[config.mk]
export PLATFORM = sky130hd
export DESIGN_NAME = siso_tx_ctrl
export DESIGN_NICKNAME = d
export VERILOG_FILES = /design/src/rtl/siso_tx_ctrl.sv
export SDC_FILE = /design/constraint.sdc
export NUM_CORES = 1
export LEC_CHECK = 0
export CAP_MARGIN = 10
export CORE_MARGIN = 3
export CORE_UTILIZATION = 63
export DETAILED_ROUTE_END_ITERATION = 10
export DONT_BUFFER_PORTS = 1
export GPL_ROUTABILITY_DRIVEN = 0
export PLACE_DENSITY = 0.88
export SYNTH_ARGS = -nofsm -noshare
export SYNTH_HDL_FRONTEND = slang
export SYNTH_SLANG_ARGS = --single-unit
[constraint.sdc]
create_clock -name clk -period 2.32 [get_ports clk]
set_input_delay 0.464 -clock clk [delete_from_list [all_inputs] [get_ports clk]]
set_output_delay 0.464 -clock clk [all_outputs]
set_load 0.05 [all_outputs]
[src/rtl/siso_tx_ctrl.sv]
// Parallel-to-serial transmit controller: accepts a word over valid/ready, shifts
// it out one bit per clock with shift/frame strobes, then holds a fixed idle gap.
module siso_tx_ctrl #(
  parameter int WIDTH     = 8,
  parameter int GAP       = 1,
  parameter int MSB_FIRST = 1
) (
  input  logic             clk,
  input  logic             rst,
  input  logic [WIDTH-1:0] din,
  input  logic             din_valid,
  output logic             din_ready,
  output logic             sout,
  output logic             shift_en,
  output logic             frame,
  output logic             busy,
  output logic             done
);

  localparam int BCW = $clog2(WIDTH) + 1;
  localparam int GCW = (GAP > 0) ? $clog2(GAP + 1) : 1;
  localparam logic [BCW-1:0] LAST_BIT = BCW'(WIDTH);
  localparam logic [GCW-1:0] LAST_GAP = GCW'(GAP);

  typedef enum logic [1:0] {
    ST_IDLE  = 2'd0,
    ST_SHIFT = 2'd1,
    ST_GAP   = 2'd2
  } state_t;

  state_t           r_state;
  state_t           w_state_nxt;
  logic [WIDTH-1:0] r_shreg;
  logic [WIDTH-1:0] w_shreg_nxt;
  logic [BCW-1:0]   r_bitcnt;
  logic [BCW-1:0]   w_bitcnt_nxt;
  logic [GCW-1:0]   r_gapcnt;
  logic [GCW-1:0]   w_gapcnt_nxt;
  logic             r_sout;
  logic             w_sout_nxt;
  logic             r_shift_en;
  logic             w_shift_en_nxt;
  logic             r_frame;
  logic             w_frame_nxt;
  logic             r_busy;
  logic             w_busy_nxt;
  logic             r_done;
  logic             w_done_nxt;

  // Bit that leaves the word next, and the word with that bit removed.
  function automatic logic first_bit(input logic [WIDTH-1:0] w);
    return (MSB_FIRST != 0) ? w[WIDTH-1] : w[0];
  endfunction

  function automatic logic [WIDTH-1:0] shift_word(input logic [WIDTH-1:0] w);
    return (MSB_FIRST != 0) ? {w[WIDTH-2:0], 1'b0} : {1'b0, w[WIDTH-1:1]};
  endfunction

  always_comb begin
    w_state_nxt    = r_state;
    w_shreg_nxt    = r_shreg;
    w_bitcnt_nxt   = r_bitcnt;
    w_gapcnt_nxt   = r_gapcnt;
    w_sout_nxt     = 1'b0;
    w_shift_en_nxt = 1'b0;
    w_frame_nxt    = 1'b0;
    w_busy_nxt     = r_busy;
    w_done_nxt     = 1'b0;

    unique case (r_state)
      ST_IDLE: begin
        w_busy_nxt = 1'b0;
        if (din_valid) begin
          // The shift register holds the word already advanced past the bit on sout.
          w_state_nxt    = ST_SHIFT;
          w_shreg_nxt    = shift_word(din);
          w_sout_nxt     = first_bit(din);
          w_shift_en_nxt = 1'b1;
          w_frame_nxt    = 1'b1;
          w_busy_nxt     = 1'b1;
          w_bitcnt_nxt   = BCW'(1);
        end
      end

      ST_SHIFT: begin
        w_busy_nxt = 1'b1;
        if (r_bitcnt == LAST_BIT) begin
          w_bitcnt_nxt = '0;
          w_done_nxt   = 1'b1;
          if (GAP > 0) begin
            w_state_nxt  = ST_GAP;
            w_gapcnt_nxt = GCW'(1);
          end else begin
            w_state_nxt = ST_IDLE;
            w_busy_nxt  = 1'b0;
          end
        end else begin
          w_sout_nxt     = first_bit(r_shreg);
          w_shreg_nxt    = shift_word(r_shreg);
          w_shift_en_nxt = 1'b1;
          w_bitcnt_nxt   = r_bitcnt + BCW'(1);
        end
      end

      ST_GAP: begin
        w_busy_nxt = 1'b1;
        if (r_gapcnt == LAST_GAP) begin
          w_state_nxt  = ST_IDLE;
          w_busy_nxt   = 1'b0;
          w_gapcnt_nxt = '0;
        end else begin
          w_gapcnt_nxt = r_gapcnt + GCW'(1);
        end
      end

      default: begin
        w_state_nxt = ST_IDLE;
        w_busy_nxt  = 1'b0;
      end
    endcase
  end

  always_ff @(posedge clk) begin
    if (!rst) begin
      r_state    <= ST_IDLE;
      r_shreg    <= '0;
      r_bitcnt   <= '0;
      r_gapcnt   <= '0;
      r_sout     <= 1'b0;
      r_shift_en <= 1'b0;
      r_frame    <= 1'b0;
      r_busy     <= 1'b0;
      r_done     <= 1'b0;
    end else begin
      r_state    <= w_state_nxt;
      r_shreg    <= w_shreg_nxt;
      r_bitcnt   <= w_bitcnt_nxt;
      r_gapcnt   <= w_gapcnt_nxt;
      r_sout     <= w_sout_nxt;
      r_shift_en <= w_shift_en_nxt;
      r_frame    <= w_frame_nxt;
      r_busy     <= w_busy_nxt;
      r_done     <= w_done_nxt;
    end
  end

  assign din_ready = (r_state == ST_IDLE);
  assign sout      = r_sout;
  assign shift_en  = r_shift_en;
  assign frame     = r_frame;
  assign busy      = r_busy;
  assign done      = r_done;

endmodule

Word level (Yosys, flattened, before mapping)
Index checks and enable logic that the tools add are counted.
Widths: inputs -> output; s select.
{ "word_totals": {"register_bits": 20, "in_bits": 11, "out_inout_bits": 6, "word_cells": 49} }
{ "op_classes": {"add_sub_neg": 2, "eq_ne": 7, "mux": 22, "reduce_logical": 9} }
{ "ops": {"columns": ["operator", "count"], "rows": [
  ["$mux 8", 2],
  ["$pmux 8 s2", 1],
  ["$mux 1", 8],
  ["$mux 4", 2],
  ["$ne 2x2->1 const B", 4],
  ["$pmux 4 s2", 1],
  ["$reduce_and 2->1", 4],
  ["$mux 2", 3],
  ["$pmux 1 s2", 3],
  ["$pmux 2 s3", 1],
  ["$reduce_and 3->1", 2],
  ["$add 4x1->4 const B", 1],
  ["$eq 4x4->1 const B", 1],
  ["$reduce_bool 2->1", 2],
  ["$pmux 1 s3", 1],
  ["$eq 2x1->1 const B", 1],
  ["$eq 2x2->1 const B", 1],
  ["$logic_not 2->1", 1],
  ["$add 1x1->1 const B", 1]
]} }

Longest topological paths before layout
{ "logic_depth": {"depth_word": 3, "depth_mapped": 6} }

Least setup slack after synthesis
OpenSTA, ideal clock, no wires.
{ "synth_timing": {"path_kind": "flip-flop to output port", "from": "register r_state[0]", "to": "output din_ready", "t_arrival_ns": 1.145, "required_time_ns": 1.856, "path_slack_ns": 0.711, "stages_incl_launch_ff": 3, "path_cell_list": "dfxtp_1 > buf_4 > nor2_1"} }
{ "synth_via": {"elab_chain_len": 1} }
{ "synth_rtl": {"columns": ["item", "line", "rtl"], "rows": [
  ["start: declaration", "31", "state_t r_state;"],
  ["start signal: assignment", "135", "r_state <= w_state_nxt;"],
  ["$logic_not 2->1", "147", "assign din_ready = (r_state == ST_IDLE);"],
  ["end: declaration", "12", "output logic din_ready,"]
]} }
Every way passes these cells.

Worst setup path after layout
Ends and elaborated chain as after synthesis.

==> reports/results.txt <==
Status: finished clean
ANT nets after route: 0
First-pass GRT wire length: 2.73 mm
Main combinational cell family by area after synthesis: simple AND/OR/NAND/NOR gates
RSZ-0062 raised after global routing: false
Most frequent cells in the layout: dfxtp_1 (19), nand2_1 (13), a21oi_1 (8)
R2R Setup Slk: 0.68 ns
Synth area leader: dfxtp_1
Post-Route Setup TNS: 0 ns
Crit path to: din_ready
Xor/xnor share of the synthesized area: 0
Crit-path max cell delay: 0.79 ns
Diode count: 0
Slowest-stage cell, CP: nor2_1
Worst reg2reg path depth: 3
Top-area cell type share of the netlist area: 0.448
Starting DRT DRC Count: 16
CP Launch Point: r_state[0]
Total Routing Usage GR: 0.191
FF+latch count, synth: 19
Top_reg_cell synth: dfxtp_1
Final Cycle Share: 0.842
Compound-cell area share of the yosys netlist: 0.208
Syn_nets: 106
Min-delay worst type: in -> reg
Avg Synthesized Cell Area: 9.12 sq um
Worst-case vdd ir drop: 0.600 mV
Actual slew at the worst max-slew pin: 1.01 ns
CTS sink cnt: 19
Arrival time worst endpoint: 1.49 ns
Max_cap viols: 0
I/O pins: 17
DR vias/cell: 6.61
Initial Util: 0.715
CTS tree: yes
R2R Path End: r_shreg[4]
Slew headroom: 0.326
Fraction of layout cells with a size suffix above 1: 0.0879
CP Depth: 1
Buf/Inv on CP: 0
Clock-pin slew on the worst setup and hold paths: 0.10 ns
Vias after detailed routing: 694
Asr flop ratio synth: 0
Worst setup path class: reg -> out
Worst skew pair latency: 0.29 ns
Maximum clock frequency: 512 MHz
Post-CTS Setup Repair Bufs: 0
Largest net degree at the start of global routing: 13
Top cells by area, synth: dfxtp_1 (45%), a311oi_1 (6.2%), nand2_1 (5.8%)
CP Capture Type: output pin
Final setup vio count: 0
Sequential element share of the synthesized area: 0.448
Final-report hold violation count: 0
CTS buffer count: 3
# hold bufs at CTS: 0
Final WL: 1.56 mm
Leading cell type in the layout, fill and taps excluded: dfxtp_1
CTS Buffer Depth: 2
Power Density: 704 nW/um^2
WP data required: 1.86 ns
Max FO, Critical Path: 8
DRC Markers: 0
Start of the worst register-to-register path: r_state[0]
Area grow syn2layout: 0.737%
Final worst path period need: 1.95 ns
Die ar.: 1820 sq um
Final Non-Filler Cells: 105
Overflow after GRT: 0
LEAKAGE: 0.341 nW
Chip width: 42.7 um
Slew Limit Fails: 0
Post_cts resized: 0
Core area: 1190 sq um
Htree depth: 1
Delay-heaviest family, CP: simple AND/OR/NAND/NOR gates
Multiplexer share of the synthesized area: 0.0118
Post-synthesis cell type count: 34
Critical Path Start Type: flop
Dpl hpwl: 1.09 mm
Nets: 105
Gate Count Post-Synth: 93
Post-synth EDFFs: 0
DIE HEIGHT: 42.7 um
Mapped Area: 848 sq um
WL per Instance: 14.8 um
Fin Clk Skew: 0.00176 ns
Port-buffer cells: 0
Crit-path cells: nor2_1
Area share of fa/ha/maj cells after synthesis: 0.0295
# rows: 12
CTS Root Cell: clkbuf_4
Placed Cells: 101
Initial antenna violation count: 0
Simple-gate portion of the synthesized area: 0.240
Synth warn: 0
Drt pass-1 iters: 4
Vias in the first global route: 641
[flip-flops by register name, indices dropped and copies added, names as in the netlist]
name,count
r_shreg,7
r_bitcnt,4
r_state,2
busy,1
done,1
frame,1
r_gapcnt,1
shift_en,1
sout,1
[power by group]
part / internal (W) / switching, W
Sequential: 0.000345 / 0.0000284
Combinational: 0.0000244 / 0.0000376
Clock: 0.0000669 / 0.0000997
Total: 0.000436 / 0.000166
[how the worst min path moves through the flow]
stage | endpoint | start | depth (start not counted)
2_1_floorplan | sout | r_shreg[7] | 2
3_3_place_gp | r_shreg[4] | r_shreg[3] | 2
3_5_place_dp | sout | r_shreg[7] | 2
4_1_cts | r_shreg[1] | rst | 1
5_1_grt | r_state[1] | rst | 1
6_report | busy | rst | 1
[metal layers]
layer	up-vias	wire (um)	track usage
met4	0	26	0.0559
met3	6	128	0.0551
met2	35	683	0.305
met1	326	718	0.247
li1	327	-	-
met5	-	0	0
[Yosys cell counts, drive strengths merged, types with 2 or more instances]
master and n:
nand3 3, buf 5, inv 4, nor2 4
nand2 13, and3 4, a21oi 8, nand4b 2
nor3 2, nand2b 2, dfxtp 19, o21a 3
a311oi 6, ha 2
[through the flow]
stage                     hold WS (ns)  power [W]  cell area (sq um)  setup WS (ns)   util
after floorplan                  0.448   0.000437                848          0.711      -
after global placement           0.461   0.000439                828          0.709  0.698
after global routing             0.266   0.000628                855          0.235  0.720
final                            0.279   0.000602                855          0.368  0.720
after CTS                        0.286   0.000599                855          0.371  0.720
after detailed placement         0.469   0.000442                828          0.700  0.698
[kinds of logic after synthesis]
kind of cell               after synthesis
adders and majority gates                2
muxes                                    1
buffers and inverters                   10
AOI/OAI and AO/OA                       25
and+or+nand+nor                         36
DFF                                     19
[final cells by class]
cell class | count | area, sq um
Multi-Input combinational cell | 64 | 415
Tap cell | 14 | 17.5
Sequential cell | 19 | 380
Fill cell | 93 | 332
Clock buffer | 4 | 26.3
Inverter | 4 | 15.0
Note: power is estimated with default switching activity, not from simulation.
